[config.mk]
export PLATFORM = sky130hd
export DESIGN_NAME = day01_loader_flat
export DESIGN_NICKNAME = d
export VERILOG_FILES = /design/src/rtl/day01_loader_if.sv /design/src/rtl/day01_loader.sv /design/src/flat_wrapper.sv
export SDC_FILE = /design/constraint.sdc
export NUM_CORES = 1
export LEC_CHECK = 0
export CORE_MARGIN = 4
export CORE_UTILIZATION = 43
export DETAILED_ROUTE_END_ITERATION = 7
export GPL_ROUTABILITY_DRIVEN = 1
export SYNTH_ARGS = -nofsm -noshare
export SYNTH_HDL_FRONTEND = slang
export SYNTH_SLANG_ARGS = --single-unit
[constraint.sdc]
create_clock -name clk -period 7.93 [get_ports clk]
set_clock_uncertainty 0.2 [all_clocks]
set_input_delay 1.586 -clock clk [delete_from_list [all_inputs] [get_ports clk]]
set_output_delay 1.586 -clock clk [all_outputs]
set_load 0.03 [all_outputs]
[src/rtl/day01_loader_if.sv]
// day01_loader_if: byte-stream input, memory write port and status bundle
// for the day 1 loader. The checksum signal exists only when
// DAY01_LOADER_CHECKSUM_EN is defined.
interface day01_loader_if #(
  parameter int ADDR_W = 16,
  parameter int DATA_W = 64
);
  logic              in_valid;
  logic [7:0]        in_data;
  logic              in_last;
  logic              in_ready;
  logic              mem_we;
  logic [ADDR_W-1:0] mem_addr;
  logic [DATA_W-1:0] mem_wdata;
  logic [ADDR_W-1:0] count;
  logic              done;
  logic              error;
`ifdef DAY01_LOADER_CHECKSUM_EN
  logic [DATA_W-1:0] checksum;
`endif

  // Producer side: drives the byte stream, observes memory writes and status.
  modport master (
    output in_valid, in_data, in_last,
    input  in_ready, mem_we, mem_addr, mem_wdata, count, done, error
`ifdef DAY01_LOADER_CHECKSUM_EN
    , input checksum
`endif
  );

  // Loader side: consumes the byte stream, drives memory writes and status.
  modport slave (
    input  in_valid, in_data, in_last,
    output in_ready, mem_we, mem_addr, mem_wdata, count, done, error
`ifdef DAY01_LOADER_CHECKSUM_EN
    , output checksum
`endif
  );
endinterface

[src/rtl/day01_loader.sv]
// day01_loader: parses a stream of ASCII lines such as "+13" / "-7" into
// signed DATA_W-bit values and writes them to consecutive memory addresses.
// Define DAY01_LOADER_CHECKSUM_EN to add a running signed sum of all
// written values on bus.checksum.
module day01_loader #(
  parameter int ADDR_W      = 16,
  parameter int DATA_W      = 64,
  parameter int MAX_ENTRIES = 1024
) (
  input logic          clk,
  input logic          rst_n,
  day01_loader_if.slave bus
);

  localparam logic [7:0] LP_PLUS  = 8'h2B;
  localparam logic [7:0] LP_MINUS = 8'h2D;
  localparam logic [7:0] LP_NL    = 8'h0A;
  localparam logic [7:0] LP_CR    = 8'h0D;
  localparam logic [7:0] LP_ZERO  = 8'h30;
  localparam logic [7:0] LP_NINE  = 8'h39;
  // One extra bit so a capacity of exactly 2^ADDR_W is representable.
  localparam logic [ADDR_W:0] LP_MAX = (ADDR_W+1)'(MAX_ENTRIES);

  typedef enum logic [2:0] {
    ST_LINE_START = 3'd0,
    ST_SIGNED     = 3'd1,
    ST_DIGITS     = 3'd2,
    ST_ERR        = 3'd3,
    ST_DONE       = 3'd4
  } state_t;

  // ASCII '0'..'9' test.
  function automatic logic is_digit(input logic [7:0] b);
    return (b >= LP_ZERO) && (b <= LP_NINE);
  endfunction

  // Numeric value of an ASCII digit, zero-extended to DATA_W.
  function automatic logic [DATA_W-1:0] digit_val(input logic [7:0] b);
    logic [7:0] v;
    v = b - LP_ZERO;
    return DATA_W'(v[3:0]);
  endfunction

  // mag*10 + d, wrapping modulo 2^DATA_W.
  function automatic logic [DATA_W-1:0] mul10_add(input logic [DATA_W-1:0] mag,
                                                  input logic [DATA_W-1:0] d);
    return (mag << 3) + (mag << 1) + d;
  endfunction

  // Registered state and outputs.
  state_t            r_state;
  logic              r_neg;
  logic [DATA_W-1:0] r_mag;
  logic              r_mem_we;
  logic [ADDR_W-1:0] r_mem_addr;
  logic [DATA_W-1:0] r_mem_wdata;
  logic [ADDR_W-1:0] r_count;
  logic              r_done;
  logic              r_error;
`ifdef DAY01_LOADER_CHECKSUM_EN
  logic [DATA_W-1:0] r_checksum;
`endif

  // Combinational decode of the byte being consumed.
  logic              w_hs;
  state_t            w_state_p;   // state after the byte, before in_last handling
  logic              w_neg_p;
  logic [DATA_W-1:0] w_mag_p;     // magnitude after the byte, before clearing
  logic              w_commit_nl; // line terminated by '\n'
  logic              w_commit;    // any commit, including an implied one at in_last
  logic              w_last_err;
  logic              w_cap_full;
  logic              w_write;
  logic              w_err_set;
  logic [DATA_W-1:0] w_value;
  logic [DATA_W-1:0] w_mag_n;
  state_t            w_state_n;

  // A byte is taken whenever it is offered and the stream has not ended.
  assign w_hs = bus.in_valid & ~r_done;

  // Per-byte line parser; '\r' is transparent in every state.
  always_comb begin
    w_state_p   = r_state;
    w_neg_p     = r_neg;
    w_mag_p     = r_mag;
    w_commit_nl = 1'b0;
    if (w_hs && (bus.in_data != LP_CR)) begin
      case (r_state)
        ST_LINE_START: begin
          if (bus.in_data == LP_PLUS) begin
            w_neg_p   = 1'b0;
            w_state_p = ST_SIGNED;
          end else if (bus.in_data == LP_MINUS) begin
            w_neg_p   = 1'b1;
            w_state_p = ST_SIGNED;
          end else if (is_digit(bus.in_data)) begin
            w_neg_p   = 1'b0;
            w_mag_p   = digit_val(bus.in_data);
            w_state_p = ST_DIGITS;
          end else if (bus.in_data == LP_NL) begin
            w_state_p = ST_LINE_START;
          end else begin
            w_state_p = ST_ERR;
          end
        end
        ST_SIGNED: begin
          if (is_digit(bus.in_data)) begin
            w_mag_p   = digit_val(bus.in_data);
            w_state_p = ST_DIGITS;
          end else begin
            w_state_p = ST_ERR;
          end
        end
        ST_DIGITS: begin
          if (is_digit(bus.in_data)) begin
            w_mag_p   = mul10_add(r_mag, digit_val(bus.in_data));
            w_state_p = ST_DIGITS;
          end else if (bus.in_data == LP_NL) begin
            w_commit_nl = 1'b1;
            w_state_p   = ST_LINE_START;
          end else begin
            w_state_p = ST_ERR;
          end
        end
        ST_ERR: begin
          w_state_p = ST_ERR;
        end
        ST_DONE: begin
          w_state_p = ST_DONE;
        end
        default: begin
          w_state_p = ST_ERR;
        end
      endcase
    end else begin
      w_state_p = r_state;
    end
  end

  // End-of-stream handling, capacity check and next-state selection.
  always_comb begin
    w_commit   = w_commit_nl;
    w_last_err = 1'b0;
    if (w_hs && bus.in_last) begin
      // A line still collecting digits at end of file is committed as if
      // a newline had followed; a dangling sign is malformed.
      if (w_state_p == ST_DIGITS) begin
        w_commit = 1'b1;
      end else begin
        w_commit = w_commit_nl;
      end
      if (w_state_p == ST_SIGNED) begin
        w_last_err = 1'b1;
      end else begin
        w_last_err = 1'b0;
      end
    end else begin
      w_commit   = w_commit_nl;
      w_last_err = 1'b0;
    end

    w_cap_full = ({1'b0, r_count} >= LP_MAX);
    w_write    = w_commit & ~w_cap_full;
    w_err_set  = w_hs & ((w_state_p == ST_ERR) | w_last_err | (w_commit & w_cap_full));

    if (w_neg_p) begin
      w_value = {DATA_W{1'b0}} - w_mag_p;
    end else begin
      w_value = w_mag_p;
    end

    if (w_commit) begin
      w_mag_n = {DATA_W{1'b0}};
    end else begin
      w_mag_n = w_mag_p;
    end

    if (w_hs && bus.in_last) begin
      w_state_n = ST_DONE;
    end else if (w_commit && w_cap_full) begin
      w_state_n = ST_ERR;
    end else begin
      w_state_n = w_state_p;
    end
  end

  // Loader FSM with registered memory strobe, count and sticky status.
  always_ff @(posedge clk or negedge rst_n) begin
    if (!rst_n) begin
      r_state     <= ST_LINE_START;
      r_neg       <= 1'b0;
      r_mag       <= {DATA_W{1'b0}};
      r_mem_we    <= 1'b0;
      r_mem_addr  <= {ADDR_W{1'b0}};
      r_mem_wdata <= {DATA_W{1'b0}};
      r_count     <= {ADDR_W{1'b0}};
      r_done      <= 1'b0;
      r_error     <= 1'b0;
`ifdef DAY01_LOADER_CHECKSUM_EN
      r_checksum  <= {DATA_W{1'b0}};
`endif
    end else begin
      r_state  <= w_state_n;
      r_neg    <= w_neg_p;
      r_mag    <= w_mag_n;
      r_mem_we <= w_write;
      if (w_write) begin
        r_mem_addr  <= r_count;
        r_mem_wdata <= w_value;
        r_count     <= r_count + ADDR_W'(1);
`ifdef DAY01_LOADER_CHECKSUM_EN
        r_checksum  <= r_checksum + w_value;
`endif
      end
      r_done  <= r_done | (w_hs & bus.in_last);
      r_error <= r_error | w_err_set;
    end
  end

  assign bus.in_ready  = ~r_done;
  assign bus.mem_we    = r_mem_we;
  assign bus.mem_addr  = r_mem_addr;
  assign bus.mem_wdata = r_mem_wdata;
  assign bus.count     = r_count;
  assign bus.done      = r_done;
  assign bus.error     = r_error;
`ifdef DAY01_LOADER_CHECKSUM_EN
  assign bus.checksum  = r_checksum;
`endif

endmodule

[src/flat_wrapper.sv]
// flat-port wrapper written by rule: the top's interface ports become plain ports
module day01_loader_flat 
#(
  parameter int ADDR_W      = 16,
  parameter int DATA_W      = 64,
  parameter int MAX_ENTRIES = 1024
)
  (clk, rst_n, bus_in_valid, bus_in_data, bus_in_last, bus_in_ready, bus_mem_we, bus_mem_addr, bus_mem_wdata, bus_count, bus_done, bus_error);
  day01_loader_if #(.ADDR_W(ADDR_W), .DATA_W(DATA_W)) bus_i ();
  input logic clk;
  input logic rst_n;
  input wire logic [$bits(bus_i.in_valid)-1:0] bus_in_valid;
  input wire logic [$bits(bus_i.in_data)-1:0] bus_in_data;
  input wire logic [$bits(bus_i.in_last)-1:0] bus_in_last;
  output wire logic [$bits(bus_i.in_ready)-1:0] bus_in_ready;
  output wire logic [$bits(bus_i.mem_we)-1:0] bus_mem_we;
  output wire logic [$bits(bus_i.mem_addr)-1:0] bus_mem_addr;
  output wire logic [$bits(bus_i.mem_wdata)-1:0] bus_mem_wdata;
  output wire logic [$bits(bus_i.count)-1:0] bus_count;
  output wire logic [$bits(bus_i.done)-1:0] bus_done;
  output wire logic [$bits(bus_i.error)-1:0] bus_error;
  assign bus_i.in_valid = bus_in_valid;
  assign bus_i.in_data = bus_in_data;
  assign bus_i.in_last = bus_in_last;
  assign bus_in_ready = bus_i.in_ready;
  assign bus_mem_we = bus_i.mem_we;
  assign bus_mem_addr = bus_i.mem_addr;
  assign bus_mem_wdata = bus_i.mem_wdata;
  assign bus_count = bus_i.count;
  assign bus_done = bus_i.done;
  assign bus_error = bus_i.error;
  day01_loader #(.ADDR_W(ADDR_W), .DATA_W(DATA_W), .MAX_ENTRIES(MAX_ENTRIES)) u_core (.clk(clk), .rst_n(rst_n), .bus(bus_i));
endmodule
* Word-level counts from Yosys, hierarchy flattened
Index checks and enable logic that the tools add are counted.
** Storage, ports and cells
- Flip-flop bits (word level) :: 167
- Word-level logic and storage cells :: 73
** Operators by class
- Add/subtract/negate cells :: 5
- Magnitude comparators :: 3
- Eq/ne operators :: 10
- Muxes and demuxes :: 30
- Bitwise gates (word level) :: 11
- Reduce and logical (&&, ||, !) cells :: 5
** Operators with widths (count)
- 64-bit 2-to-1 mux :: 7
- 64-bit case mux with 3 select lines :: 1
- 64-bit by 4-bit adder with 64-bit output :: 1
- 64-bit adder :: 1
- 1-bit by 64-bit subtractor with 64-bit output, first input constant :: 1
- 3-bit 2-to-1 mux :: 6
- 16-bit by 1-bit adder with 16-bit output, second input constant :: 1
- 8-bit by 6-bit equality test with 1-bit output, second input constant :: 2
- 16-bit by 11-bit >= comparator with 1-bit output, second input constant :: 1
- 1-bit 2-to-1 mux :: 14
- 3-bit case mux with 4 select lines :: 1
- 3-bit by 2-bit equality test with 1-bit output, second input constant :: 3
- 8-bit by 4-bit equality test with 1-bit output, second input constant :: 1
- 8-bit by 6-bit >= comparator with 1-bit output, second input constant :: 1
- 8-bit by 6-bit less-or-equal comparator with 1-bit output, second input constant :: 1
- 8-bit by 4-bit inequality test with 1-bit output, second input constant :: 1
- 3-bit by 1-bit equality test with 1-bit output, second input constant :: 2
- 1-bit bitwise AND :: 5
- 1-bit logical AND :: 4
- 1-bit bitwise OR :: 4
- 4-bit by 1-bit subtractor with 4-bit output, second input constant :: 1
- 3-bit equality test, second input constant :: 1
- 3-bit zero test :: 1
- 2-bit 2-to-1 mux :: 1
- 1-bit NOT :: 2

* Depth between registers and ports, before layout
Gate-level depths: netlist of the first run.
- Depth in word-level cells :: 14
- Depth in mapped cells :: 21
- Depth with buffers taken out :: 17

* Worst setup path before layout of the first run
Ideal clock, no wire load.
- Path type :: in2reg
- Start point :: input bus_in_data[7]
- End point :: register u_core.r_mem_wdata[56], in the netlist u_core.bus.mem_wdata[56]
- Arrival :: 5831 ps
- Data required time :: 7595 ps
- Slack :: 1764 ps
- Stages :: 20
- Path through :: or4_1 -> o211a_1 -> nand2_1 -> buf_2 -> clkbuf_1 -> buf_1 -> clkbuf_1 -> buf_1 -> a222oi_1 -> ha_1 -> and2_1 -> and4_1 -> and4_1 -> nor3b_2 -> and3_1 -> clkbuf_1 -> and3_1 -> a41oi_1 -> xor2_1 -> o21ai_0
** On the way
- Cells in the longest elaborated chain, start to end :: 11
- Elaborated cells on any way between the ends :: 36
- Those cells by class :: 1 x add/sub; 2 x order compare; 5 x eq/ne; 25 x mux; 1 x bitwise; 2 x reduce/logical
** RTL lines
- start: declaration :: RTL line flat_wrapper.sv:13 : input wire logic [$bits(bus_i.in_data)-1:0] bus_in_data;
- branches (longest 11 deep; another with 1-bit by 64-bit subtractor with 64-bit output)
- end signal: assignment :: RTL line day01_loader.sv:196 : r_mem_wdata <= {DATA_W{1'b0}};
- end signal: assignment :: RTL line day01_loader.sv:210 : r_mem_wdata <= w_value;
- end: declaration :: RTL line day01_loader.sv:56 : logic [DATA_W-1:0] r_mem_wdata;
Parallel ways; which one is timed is not known.
A chain may end at the register's enable or synchronous reset.

* Final worst setup path of the first run
- Start point :: input bus_in_data[3]
- End point :: register u_core.r_mem_wdata[63], in the netlist u_core.bus.mem_wdata[63]
** On the way
- Cells in the longest elaborated chain, start to end :: 11
- Elaborated cells on any way between the ends :: 38
- Those cells by class :: 3 x add/sub; 2 x order compare; 5 x eq/ne; 25 x mux; 1 x bitwise; 2 x reduce/logical
** RTL lines
- branches (longest 11 deep; another with 64-bit by 4-bit adder with 64-bit output)
Parallel ways; which one is timed is not known.

==> results of run 1 <==
-- final cells by class --
type                       instances  area (um2)  area share, %
clock inverter                    12       110.1         0.6925
multi-input combinational       1411        9238          58.10
timing repair buffer             142        1345          8.459
inverter                          22       82.58         0.5194
clock buffer                      19       442.9          2.786
tap                              402       503.0          3.163
sequential                       167        4179          26.28
-- worst reg2reg max path, delay by kind of cell, from the launching register on --
| family | cells | cell delay (ns) |
|---|---|---|
| fa+ha+maj | 2 | 0.73 |
| simple gates | 4 | 1.72 |
| compound gates | 7 | 2.31 |
| mux | 1 | 0.14 |
| flops | 1 | 0.47 |
-- cells by family (layout without fill, tap and decap cells) --
kind of cell | count (synthesis) | count (layout) | synth area share [%]
AND/OR/NAND/NOR | 680 | 680 | 24.57
buffers and inverters | 118 | 195 | 3.487
flip-flops | 167 | 167 | 30.10
XOR/XNOR | 86 | 86 | 5.425
multiplexers | 13 | 13 | 0.9552
adder cells (fa/ha/maj) | 127 | 127 | 11.55
AO/OA/AOI/OAI | 505 | 505 | 23.91
-- placed cells by master, fill, tap and decap left out, drive strengths merged, types with 9 or more instances in the layout --
master         netlist  routed
nand2              235     235
nand4               49      49
nand2b              12      12
or3                 18      18
inv                 22      30
a21o                34      34
clkbuf              60      19
a31oi               15      15
and2                22      22
and4                 9       9
nor3                41      41
a211oi              23      23
and3                25      25
ha                 125     125
a221oi              10      10
xnor2               37      37
nor4                18      18
nor2b               17      17
buf                 36      32
clkdlybuf4s50        0     110
o21a                27      27
nand3               37      37
o31ai               18      18
a21oi              114     114
o21ai              157     157
mux2i               11      11
xor2                49      49
dfrtp              167     167
a21boi              11      11
nor2               150     150
-- power by group through the flow --
| stage | combinational (W) | clock, W | sequential, W |
|---|---|---|---|
| CTS | 0.0000639 | 0.000843 | 0.000857 |
| finish | 0.0000628 | 0.000827 | 0.000858 |
| global route | 0.0000706 | 0.000878 | 0.000858 |
| global placement | 0.0000635 | 0 | 0.000874 |
| floorplan | 0.0000293 | 0 | 0.000872 |
| detailed placement | 0.0000637 | 0 | 0.000874 |
-- per-layer routing --
layer | track usage [%] | vias up | routed length [um]
li1 | - | 6405 | -
met1 | 34.01 | 6540 | 20560
met2 | 47.13 | 400 | 23640
met3 | 3.742 | 113 | 1898
met4 | 12.08 | 0 | 2468
met5 | 0 | - | 0
-- stage by stage --
step / instance area [um2] / power [W] / util (%)
final: 15900 / 0.001747 / 50.13
after global routing: 15900 / 0.001806 / 50.13
after floorplan: 13880 / 0.0009012 / -
after detailed placement: 15350 / 0.0009378 / 48.39
after CTS: 15900 / 0.001765 / 50.13
after global placement: 15350 / 0.0009376 / 48.39
-- worst max-delay path by stage --
stage          slack, ns  depth (start not counted)            from                       end
6_report            0.96                         18  bus_in_data[3]  u_core.bus.mem_wdata[63]
5_1_grt             0.79                         18  bus_in_data[3]  u_core.bus.mem_wdata[63]
4_1_cts             1.17                         18  bus_in_data[3]  u_core.bus.mem_wdata[63]
3_5_place_dp        0.70                         18  bus_in_data[3]  u_core.bus.mem_wdata[63]
3_3_place_gp        0.77                         19  bus_in_data[3]  u_core.bus.mem_wdata[54]
2_1_floorplan       1.76                         20  bus_in_data[7]  u_core.bus.mem_wdata[56]
-- sequential cells by signal, indices dropped and copies added (netlist names) --
signal	flops
u_core.bus.mem_wdata	64
u_core.r_mag	64
u_core.bus.count	16
u_core.bus.mem_addr	16
u_core.r_state	3
u_core.bus.done	1
u_core.bus.error	1
u_core.bus.mem_we	1
u_core.r_neg	1
==> impl_metrics.env, run 1 <==
export IMPL_synth_area_leaders="dfrtp_1 30%, ha_1 11%, nand2_1 6.4%, o21ai_0 5.0%, a21oi_1 4.1%"
export IMPL_synth_nets=1835
export IMPL_synth_seq_cells=167
export IMPL_clock_latency_ns=0.45
export IMPL_hold_depth=0
export IMPL_reg2reg_depth=14
export IMPL_dieArea_um2=35230
export IMPL_clock_power_share_pct=47.3
export IMPL_rr_endpoint="u_core.bus.mem_wdata[63]"
export IMPL_combPwrFrac_pct=3.6
export IMPL_synth_warnings=0
export IMPL_p_int_w=0.001293
export IMPL_ios=112
export IMPL_drt_iter0_drc=1097
export IMPL_finalWorstSetupSlack_ns=0.9584
export IMPL_io_buffers=111
export IMPL_holdPathEnd="u_core.bus.count[13]"
export IMPL_cts_hold_buffers=0
export IMPL_post_cts_buffers=0
export IMPL_cts_sinks=167
export IMPL_antenna_found_initial=0
export IMPL_rsz0062_at_grt="no"
export IMPL_start_util_pct=43.78
export IMPL_irDropWorstVdd_v=0.0001710
export IMPL_critPathMaxStageDelay_ns=0.60
export IMPL_grt_pass1_wl_um=76490
export IMPL_n_antenna_cell=0
export IMPL_critPathSlowestCell="o21ai_0"
export IMPL_worstSetupStartpointType="primary input"
export IMPL_p_leak_nw=7.328
export IMPL_synth_area_um2=13880
export IMPL_drive_above_1_share_pct=6.148
export IMPL_tns_ns=0
export IMPL_maxSlewHeadroom_pct=33.58
export IMPL_route_vias_total=13458
export IMPL_pwr_share_seq_pct=49.1
export IMPL_hold_path_class="reg2reg"
export IMPL_path_buf_inv=3
export IMPL_criticalPathCategory="in2reg"
export IMPL_hold_viol_final=0
export IMPL_worst_slew_pin_slew_ns=0.9963
export IMPL_pre_cts_ws_ns=0.6971
export IMPL_cts_repair_resized=0
export IMPL_netlist_top_cells_count="235 x nand2_1, 167 x dfrtp_1, 149 x nor2_1, 139 x o21ai_0, 125 x ha_1"
export IMPL_p_switching_w=0.0004538
export IMPL_fill_cells=3068
export IMPL_worstPathArrival_ns=7.10
export IMPL_ys_async_sr_fraction_pct=100.0
export IMPL_synth_top_flop_cell="dfrtp_1"
export IMPL_gp_congestion=0.9662
export IMPL_maxClockFrequency_mhz=143.4
export IMPL_synth_top_cell_area_share_pct=30.10
export IMPL_yosysTopAreaCell="dfrtp_1"
export IMPL_yosysSeqAreaShare_pct=30.10
export IMPL_fin_nets=1900
export IMPL_final_period_utilization_pct=87.91
export IMPL_grtUsageTotal_pct=27.27
export IMPL_wl_per_cell_um=22.33
export IMPL_die_h_um=187.7
export IMPL_power_density_nw_per_um2=109.9
export IMPL_coreArea_um2=31720
export IMPL_ys_types=92
export IMPL_place_hpwl_um=37470
export IMPL_grt_overflow=0
export IMPL_stdcell_count=2175
export IMPL_crit_path_max_fanout=6
export IMPL_num_rows=65
export IMPL_avgSynthCellArea_um2=8.187
export IMPL_r2r_slack_ns=2.25
export IMPL_synth_edf_count=0
export IMPL_timing_max_cap_violations=0
export IMPL_grt_pass1_vias=13324
export IMPL_sw_frac_of_total_pct=25.98
export IMPL_die_x_um=187.7
export IMPL_synth_most_common_cell="nand2_1"
export IMPL_syn_inst=1696
export IMPL_r2r_start="u_core.r_mag[19]"
export IMPL_cts_root_buf="clkbuf_16"
export IMPL_status="completed"
export IMPL_min_from="u_core.bus.count[13]"
export IMPL_htreeDepth=4
export IMPL_cts_tree="yes"
export IMPL_vias_per_cell=6.188
export IMPL_clockBufferDepth=2
export IMPL_min_period_ns=6.972
export IMPL_grt_max_degree=104
export IMPL_cts_inserted_buffers=17
export IMPL_dp_cells=2144
export IMPL_critPathRequiredTime_ns=8.06
export IMPL_wl_um=48560
export IMPL_drc_errors=0
export IMPL_cts_reportedPaths_clkPinSlew_ns=0.07
export IMPL_end_kind="flip-flop"
export IMPL_path_cells="clkdlybuf4s50_1 > inv_1 > fa_1 > inv_1 > ha_1 > a21o_1 > and4_1 > o21ai_0 > a21oi_1 > nor4b_2 > nand2_1 > nor4_4 > nand4_2 > or3_4 > nor4_4 > nand3_1 > mux2i_1 > a221o_1"
export IMPL_slew_violations=0
export IMPL_path_delay_family="simple AND/OR/NAND/NOR gates"
export IMPL_syn_to_final_growth_pct=14.52
export IMPL_drtAntennaViolNets=0
export IMPL_drtPass1Iterations=5
export IMPL_setup_violations=0
export IMPL_hold_slack_ns=0.1991
Note: power is estimated with default switching activity, not from simulation.
==> run 2: changes to the inputs <==
--- a/config.mk
+++ b/config.mk
@@ -5,7 +5,7 @@
 export SDC_FILE = /design/constraint.sdc
 export NUM_CORES = 1
 export LEC_CHECK = 0
-export CORE_MARGIN = 4
+export CORE_MARGIN = 2
 export CORE_UTILIZATION = 43
 export DETAILED_ROUTE_END_ITERATION = 7
 export GPL_ROUTABILITY_DRIVEN = 1
==> run 2 against run 1 <==
Against the previous run: die area decreased by 4.2%; utilization increased by 0.33 points; first-iteration DRC count fell by 0.91%; highest routed layer unchanged.
==> impl_metrics.env, run 2 (synthesis results as in run 1) <==
export IMPL_status="completed"
export IMPL_worstPathArrival_ns=7.00
export IMPL_syn_to_final_growth_pct=14.99
export IMPL_grt_pass1_wl_um=74770
export IMPL_p_leak_nw=7.346
export IMPL_grtUsageTotal_pct=28.60
export IMPL_critPathRequiredTime_ns=8.06
export IMPL_cts_reportedPaths_clkPinSlew_ns=0.07
export IMPL_grt_max_degree=75
export IMPL_irDropWorstVdd_v=0.0001491
export IMPL_worstSetupStartpointType="primary input"
export IMPL_r2r_slack_ns=2.43
export IMPL_start_util_pct=43.89
export IMPL_clockBufferDepth=2
export IMPL_criticalPathCategory="in2reg"
export IMPL_maxClockFrequency_mhz=145.6
export IMPL_rsz0062_at_grt="no"
export IMPL_drtPass1Iterations=6
export IMPL_setup_violations=0
export IMPL_drt_iter0_drc=1087
export IMPL_die_h_um=183.7
export IMPL_crit_path_max_fanout=6
export IMPL_cts_inserted_buffers=17
export IMPL_drc_errors=0
export IMPL_power_density_nw_per_um2=114.4
export IMPL_fin_nets=1899
export IMPL_cts_repair_resized=0
export IMPL_io_buffers=111
export IMPL_final_cell_mix="234 x nand2_1, 167 x dfrtp_1, 149 x nor2_1"
export IMPL_ios=112
export IMPL_worst_slew_pin_slew_ns=0.8834
export IMPL_hold_path_class="reg2reg"
export IMPL_cts_root_buf="clkbuf_16"
export IMPL_seq_area_um2=4179
export IMPL_clock_latency_ns=0.45
export IMPL_tns_ns=0
export IMPL_fin_util_pct=50.46
export IMPL_end_kind="flip-flop"
export IMPL_cts_hold_buffers=0
export IMPL_timing_max_cap_violations=0
export IMPL_num_rows=65
export IMPL_grt_pass1_vias=13158
export IMPL_place_hpwl_um=36870
export IMPL_hold_viol_final=0
export IMPL_dieArea_um2=33740
export IMPL_coreArea_um2=31640
export IMPL_gp_congestion=0.9837
export IMPL_grt_overflow=0
export IMPL_vias_per_cell=6.198
export IMPL_route_vias_total=13487
export IMPL_die_x_um=183.7
export IMPL_antenna_found_initial=0
export IMPL_final_period_utilization_pct=86.62
export IMPL_wl_um=47680
export IMPL_layout_cells_most_common="nand2_1"
export IMPL_fill_cells=3075
export IMPL_slew_violations=0
export IMPL_cts_tree="yes"
export IMPL_cts_sinks=167
export IMPL_multi_input_comb_area_um2=9238
export IMPL_min_period_ns=6.869
export IMPL_htreeDepth=4
export IMPL_drive_above_1_share_pct=6.204
export IMPL_maxSlewHeadroom_pct=39.58
export IMPL_post_cts_buffers=0
export IMPL_drtAntennaViolNets=0
export IMPL_wl_per_cell_um=21.91
[run 2: changes by cell type in the layout (fill, tap and decap cells not counted)]
cell / before / now
clkinv_2: 1 / 0
clkinv_4: 2 / 0
bufinv_16: 0 / 2
diode_2: 0 / 1
clkinvlp_4: 1 / 3
clkinv_8: 0 / 2
buf_4: 31 / 30
clkbuf_1: 1 / 0
inv_8: 4 / 3
[run 2: critical path, stage by stage]
cell             delay, ns
clkdlybuf4s50_1       0.57
inv_1                 0.12
fa_1                  0.47
inv_1                 0.11
fa_1                  0.24
a21oi_1               0.11
o21ai_1               0.44
nand3_1               0.26
and3_1                0.32
o311ai_2              0.44
a21boi_0              0.20
o31a_1                0.30
nor4_2                0.54
o2111ai_1             0.29
nor4_4                0.44
nand3_1               0.15
mux2i_1               0.14
a221o_1               0.25
[run 2: report_power, final]
part | internal, W | switching (W)
sequential | 0.000853 | 0.00000442
clock | 0.000489 | 0.000417
combinational | 0.0000194 | 0.0000438
[run 2: layout make-up]
cell class	count	area share (%)
diodes	1	0.01567
clock buffers	18	2.751
clock inverters	14	1.152
inverters	22	0.5172
multi-input cells	1411	57.86
flip-flops and latches	167	26.18
well taps	402	3.150
repair buffers	141	8.378
[run 2: per-layer routing]
| metal | global-route usage [%] | routed length, um |
|---|---|---|
| met5 | 0 | 0 |
| met4 | 14.69 | 2512 |
| met3 | 3.209 | 2256 |
| met2 | 49.00 | 23190 |
| met1 | 35.57 | 19720 |
[run 2: path summary, 6_finish.rpt]
kind                                           start                  endpoint  depth (start not counted)
worst min register to register  u_core.bus.count[11]      u_core.bus.count[11]                          0
worst max register to register       u_core.r_mag[0]  u_core.bus.mem_wdata[63]                         17
min in group asynchronous                      rst_n  u_core.bus.mem_wdata[55]                          1
max in group asynchronous                      rst_n  u_core.bus.mem_wdata[28]                          2
worst max-delay path                  bus_in_data[3]  u_core.bus.mem_wdata[63]                         18
worst min-delay path            u_core.bus.count[11]      u_core.bus.count[11]                          0
[run 2: through the flow]
stage / power [W] / area, um2 / setup slack, ns / instances / hold slack [ns]
after floorplan: 0.0009012 / 13880 / 1.764 / 1696 / 0.3554
after global placement: 0.0009375 / 15340 / 0.7666 / 2143 / 0.1877
after detailed placement: 0.0009376 / 15340 / 0.6859 / 2143 / 0.1910
after CTS: 0.001838 / 15960 / 1.153 / 2175 / 0.2066
after global routing: 0.001882 / 15960 / 0.7029 / 2175 / 0.2155
final: 0.001827 / 15970 / 1.061 / 2176 / 0.2020
==> run 3: changes to the inputs <==
--- a/config.mk
+++ b/config.mk
@@ -5,10 +5,11 @@
 export SDC_FILE = /design/constraint.sdc
 export NUM_CORES = 1
 export LEC_CHECK = 0
+export ABC_AREA = 1
 export CORE_MARGIN = 2
 export CORE_UTILIZATION = 43
 export DETAILED_ROUTE_END_ITERATION = 7
-export GPL_ROUTABILITY_DRIVEN = 1
+export GPL_ROUTABILITY_DRIVEN = 0
 export SYNTH_ARGS = -nofsm -noshare
 export SYNTH_HDL_FRONTEND = slang
 export SYNTH_SLANG_ARGS = --single-unit
==> constraint.sdc (replaced) <==
create_clock -name clk -period 7.5 [get_ports clk]
set_clock_uncertainty 0.2 [all_clocks]
set_input_delay 1.5 -clock clk [delete_from_list [all_inputs] [get_ports clk]]
set_output_delay 1.5 -clock clk [all_outputs]
set_load 0.03 [all_outputs]
==> run 3 against run 2 <==
Against the previous run: first-iteration DRC count grew 24%; utilization is 1.1 points lower; synthesized cell count is 55% higher; routed wire length is 10% higher; clock power up 5.2%; count of clock-buffer cells in the layout increased by 3; worst setup slack improved by 0.64 ns; cell count rose by 47%; combinational power decreased by 29%; worst hold slack improved by 0.0012 ns; flip-flop and latch count unchanged; sequential power up 5.0%; critical path type unchanged; highest routed layer unchanged.
==> impl_metrics.env, run 3 <==
export IMPL_status="completed"
export IMPL_crit_path_max_fanout=4
export IMPL_r2r_slack_ns=2.86
export IMPL_syn_to_final_growth_pct=13.39
export IMPL_ios=112
export IMPL_clockBufferDepth=2
export IMPL_coreArea_um2=36520
export IMPL_irDropWorstVdd_v=0.0001414
export IMPL_grt_max_degree=101
export IMPL_drive_above_1_share_pct=4.480
export IMPL_multi_input_comb_area_um2=9694
export IMPL_layout_cells_most_common="nand2_1"
export IMPL_clock_latency_ns=0.44
export IMPL_synth_nets=2762
export IMPL_synth_area_leaders="dfrtp_1 26%, nand2_1 22%, inv_1 10%, ha_1 9.8%, nor2_1 7.1%"
export IMPL_hold_slack_ns=0.2032
export IMPL_clock_power_share_pct=50.2
export IMPL_grt_pass1_wl_um=83970
export IMPL_synth_warnings=0
export IMPL_yosysTopAreaCell="dfrtp_1"
export IMPL_io_buffers=111
export IMPL_yosysSeqAreaShare_pct=26.31
export IMPL_grt_pass1_vias=15525
export IMPL_end_kind="flip-flop"
export IMPL_hold_viol_final=0
export IMPL_pwr_share_seq_pct=47.4
export IMPL_maxClockFrequency_mhz=172.4
export IMPL_critPathRequiredTime_ns=7.64
export IMPL_critPathMaxStageDelay_ns=0.54
export IMPL_ys_types=47
export IMPL_drtAntennaViolNets=0
export IMPL_dieArea_um2=38500
export IMPL_post_cts_buffers=0
export IMPL_cts_tree="yes"
export IMPL_cp_common_cell="nand2_1"
export IMPL_critPathSlowestCell="fa_1"
export IMPL_combPwrFrac_pct=2.4
export IMPL_cts_hold_buffers=0
export IMPL_grt_overflow=0
export IMPL_final_period_utilization_pct=77.32
export IMPL_grtUsageTotal_pct=27.93
export IMPL_netlist_top_cells_count="948 x nand2_1, 428 x inv_1, 302 x nor2_1, 185 x nand3_1, 167 x dfrtp_1"
export IMPL_cts_sinks=167
export IMPL_cts_repair_resized=0
export IMPL_power_density_nw_per_um2=105.4
export IMPL_criticalPathCategory="in2reg"
export IMPL_avgSynthCellArea_um2=6.057
export IMPL_p_leak_nw=10.40
export IMPL_die_h_um=196.2
export IMPL_n_antenna_cell=0
export IMPL_start_util_pct=43.50
export IMPL_drc_errors=0
export IMPL_cts_reportedPaths_clkPinSlew_ns=0.07
export IMPL_ys_async_sr_fraction_pct=100.0
export IMPL_wl_um=52570
export IMPL_seq_area_um2=4179
export IMPL_worstSetupStartpointType="primary input"
export IMPL_rsz0062_at_grt="no"
export IMPL_antenna_found_initial=0
export IMPL_fill_cells=3787
export IMPL_min_period_ns=5.799
export IMPL_place_hpwl_um=42720
export IMPL_p_int_w=0.001488
export IMPL_drt_iter0_drc=1345
export IMPL_htreeDepth=4
export IMPL_synth_top_flop_cell="dfrtp_1"
export IMPL_synth_most_common_cell="nand2_1"
export IMPL_cts_root_buf="clkbuf_16"
export IMPL_p_switching_w=0.0004111
export IMPL_timing_max_cap_violations=0
export IMPL_worstPathArrival_ns=5.93
export IMPL_maxSlewHeadroom_pct=37.50
export IMPL_drtPass1Iterations=5
export IMPL_setup_violations=0
export IMPL_num_rows=70
export IMPL_fin_nets=2849
export IMPL_vias_per_cell=5.087
export IMPL_synth_seq_cells=167
export IMPL_synth_edf_count=0
export IMPL_worst_slew_pin_slew_ns=0.9374
export IMPL_die_x_um=196.2
export IMPL_hold_path_class="reg2reg"
export IMPL_synth_area_um2=15890
export IMPL_sw_frac_of_total_pct=21.65
export IMPL_wl_per_cell_um=16.48
export IMPL_syn_inst=2623
export IMPL_synth_top_cell_area_share_pct=26.31
export IMPL_slew_violations=0
export IMPL_tns_ns=0
export IMPL_cts_inserted_buffers=17
export IMPL_final_cell_mix="948 x nand2_1, 428 x inv_1, 302 x nor2_1"
export IMPL_route_vias_total=16233
[run 3: stage by stage]
step / std cells / total power (W) / utilization (%) / setup WS (ns) / area [um2]
after floorplan: 2623 / 0.0009318 / - / 2.751 / 15890
after global placement: 3159 / 0.0009629 / 47.59 / 1.476 / 17380
after detailed placement: 3159 / 0.0009632 / 47.59 / 1.359 / 17380
after CTS: 3191 / 0.001917 / 49.32 / 1.833 / 18010
after global routing: 3191 / 0.001962 / 49.32 / 1.482 / 18010
final: 3191 / 0.001899 / 49.32 / 1.701 / 18010
[run 3: critical path: cells and delay by family]
kind | cells | cell delay [ns]
adders and majority gates | 2 | 0.83
buffers and inverters | 4 | 0.75
and+or+nand+nor | 20 | 2.83
[run 3: path summary, 6_finish.rpt]
check	startpoint	depth (start not counted)	end
worst max-delay path	bus_in_data[3]	26	u_core.bus.mem_wdata[58]
worst min-delay path	u_core.bus.count[12]	0	u_core.bus.count[12]
worst max register to register	u_core.r_mag[2]	25	u_core.bus.mem_wdata[58]
worst min register to register	u_core.bus.count[12]	0	u_core.bus.count[12]
max in group asynchronous	rst_n	2	u_core.r_mag[52]
min in group asynchronous	rst_n	1	u_core.bus.mem_wdata[1]
[run 3: layout make-up]
cell class                      count  area share, %
Timing Repair Buffer              119          6.508
Multi-Input combinational cell   1942          53.82
Clock buffer                       21          2.556
Tap cell                          468          3.251
Sequential cell                   167          23.20
Inverter                          463          9.717
Clock inverter                     11         0.9516
[run 3: logic make-up (layout without fill, tap and decap cells)]
group / after synthesis / in the layout / share of synthesized area (%)
XOR/XNOR: 58 / 58 / 3.198
AO/OA/AOI/OAI: 215 / 215 / 7.277
flip-flops: 167 / 167 / 26.31
buffers and inverters: 514 / 614 / 12.67
AND/OR/NAND/NOR: 1542 / 1542 / 40.45
adder cells (fa/ha/maj): 127 / 127 / 10.10
[run 3: routing by layer]
metal,wire (um),GRT usage [%],share of wire (%)
met1,25550,41.62,49
met3,4226,4.796,8.0
met2,21410,40.99,41
met4,1385,8.446,2.6
met5,0,0,0
[run 3: power groups by stage]
| stage | clock, W | combinational (W) | sequential (W) |
|---|---|---|---|
| floorplan | 0 | 0.0000141 | 0.000918 |
| global placement | 0 | 0.0000454 | 0.000917 |
| detailed placement | 0 | 0.0000458 | 0.000917 |
| CTS | 0.000970 | 0.0000461 | 0.000900 |
| global route | 0.00101 | 0.0000511 | 0.000900 |
| finish | 0.000953 | 0.0000449 | 0.000901 |
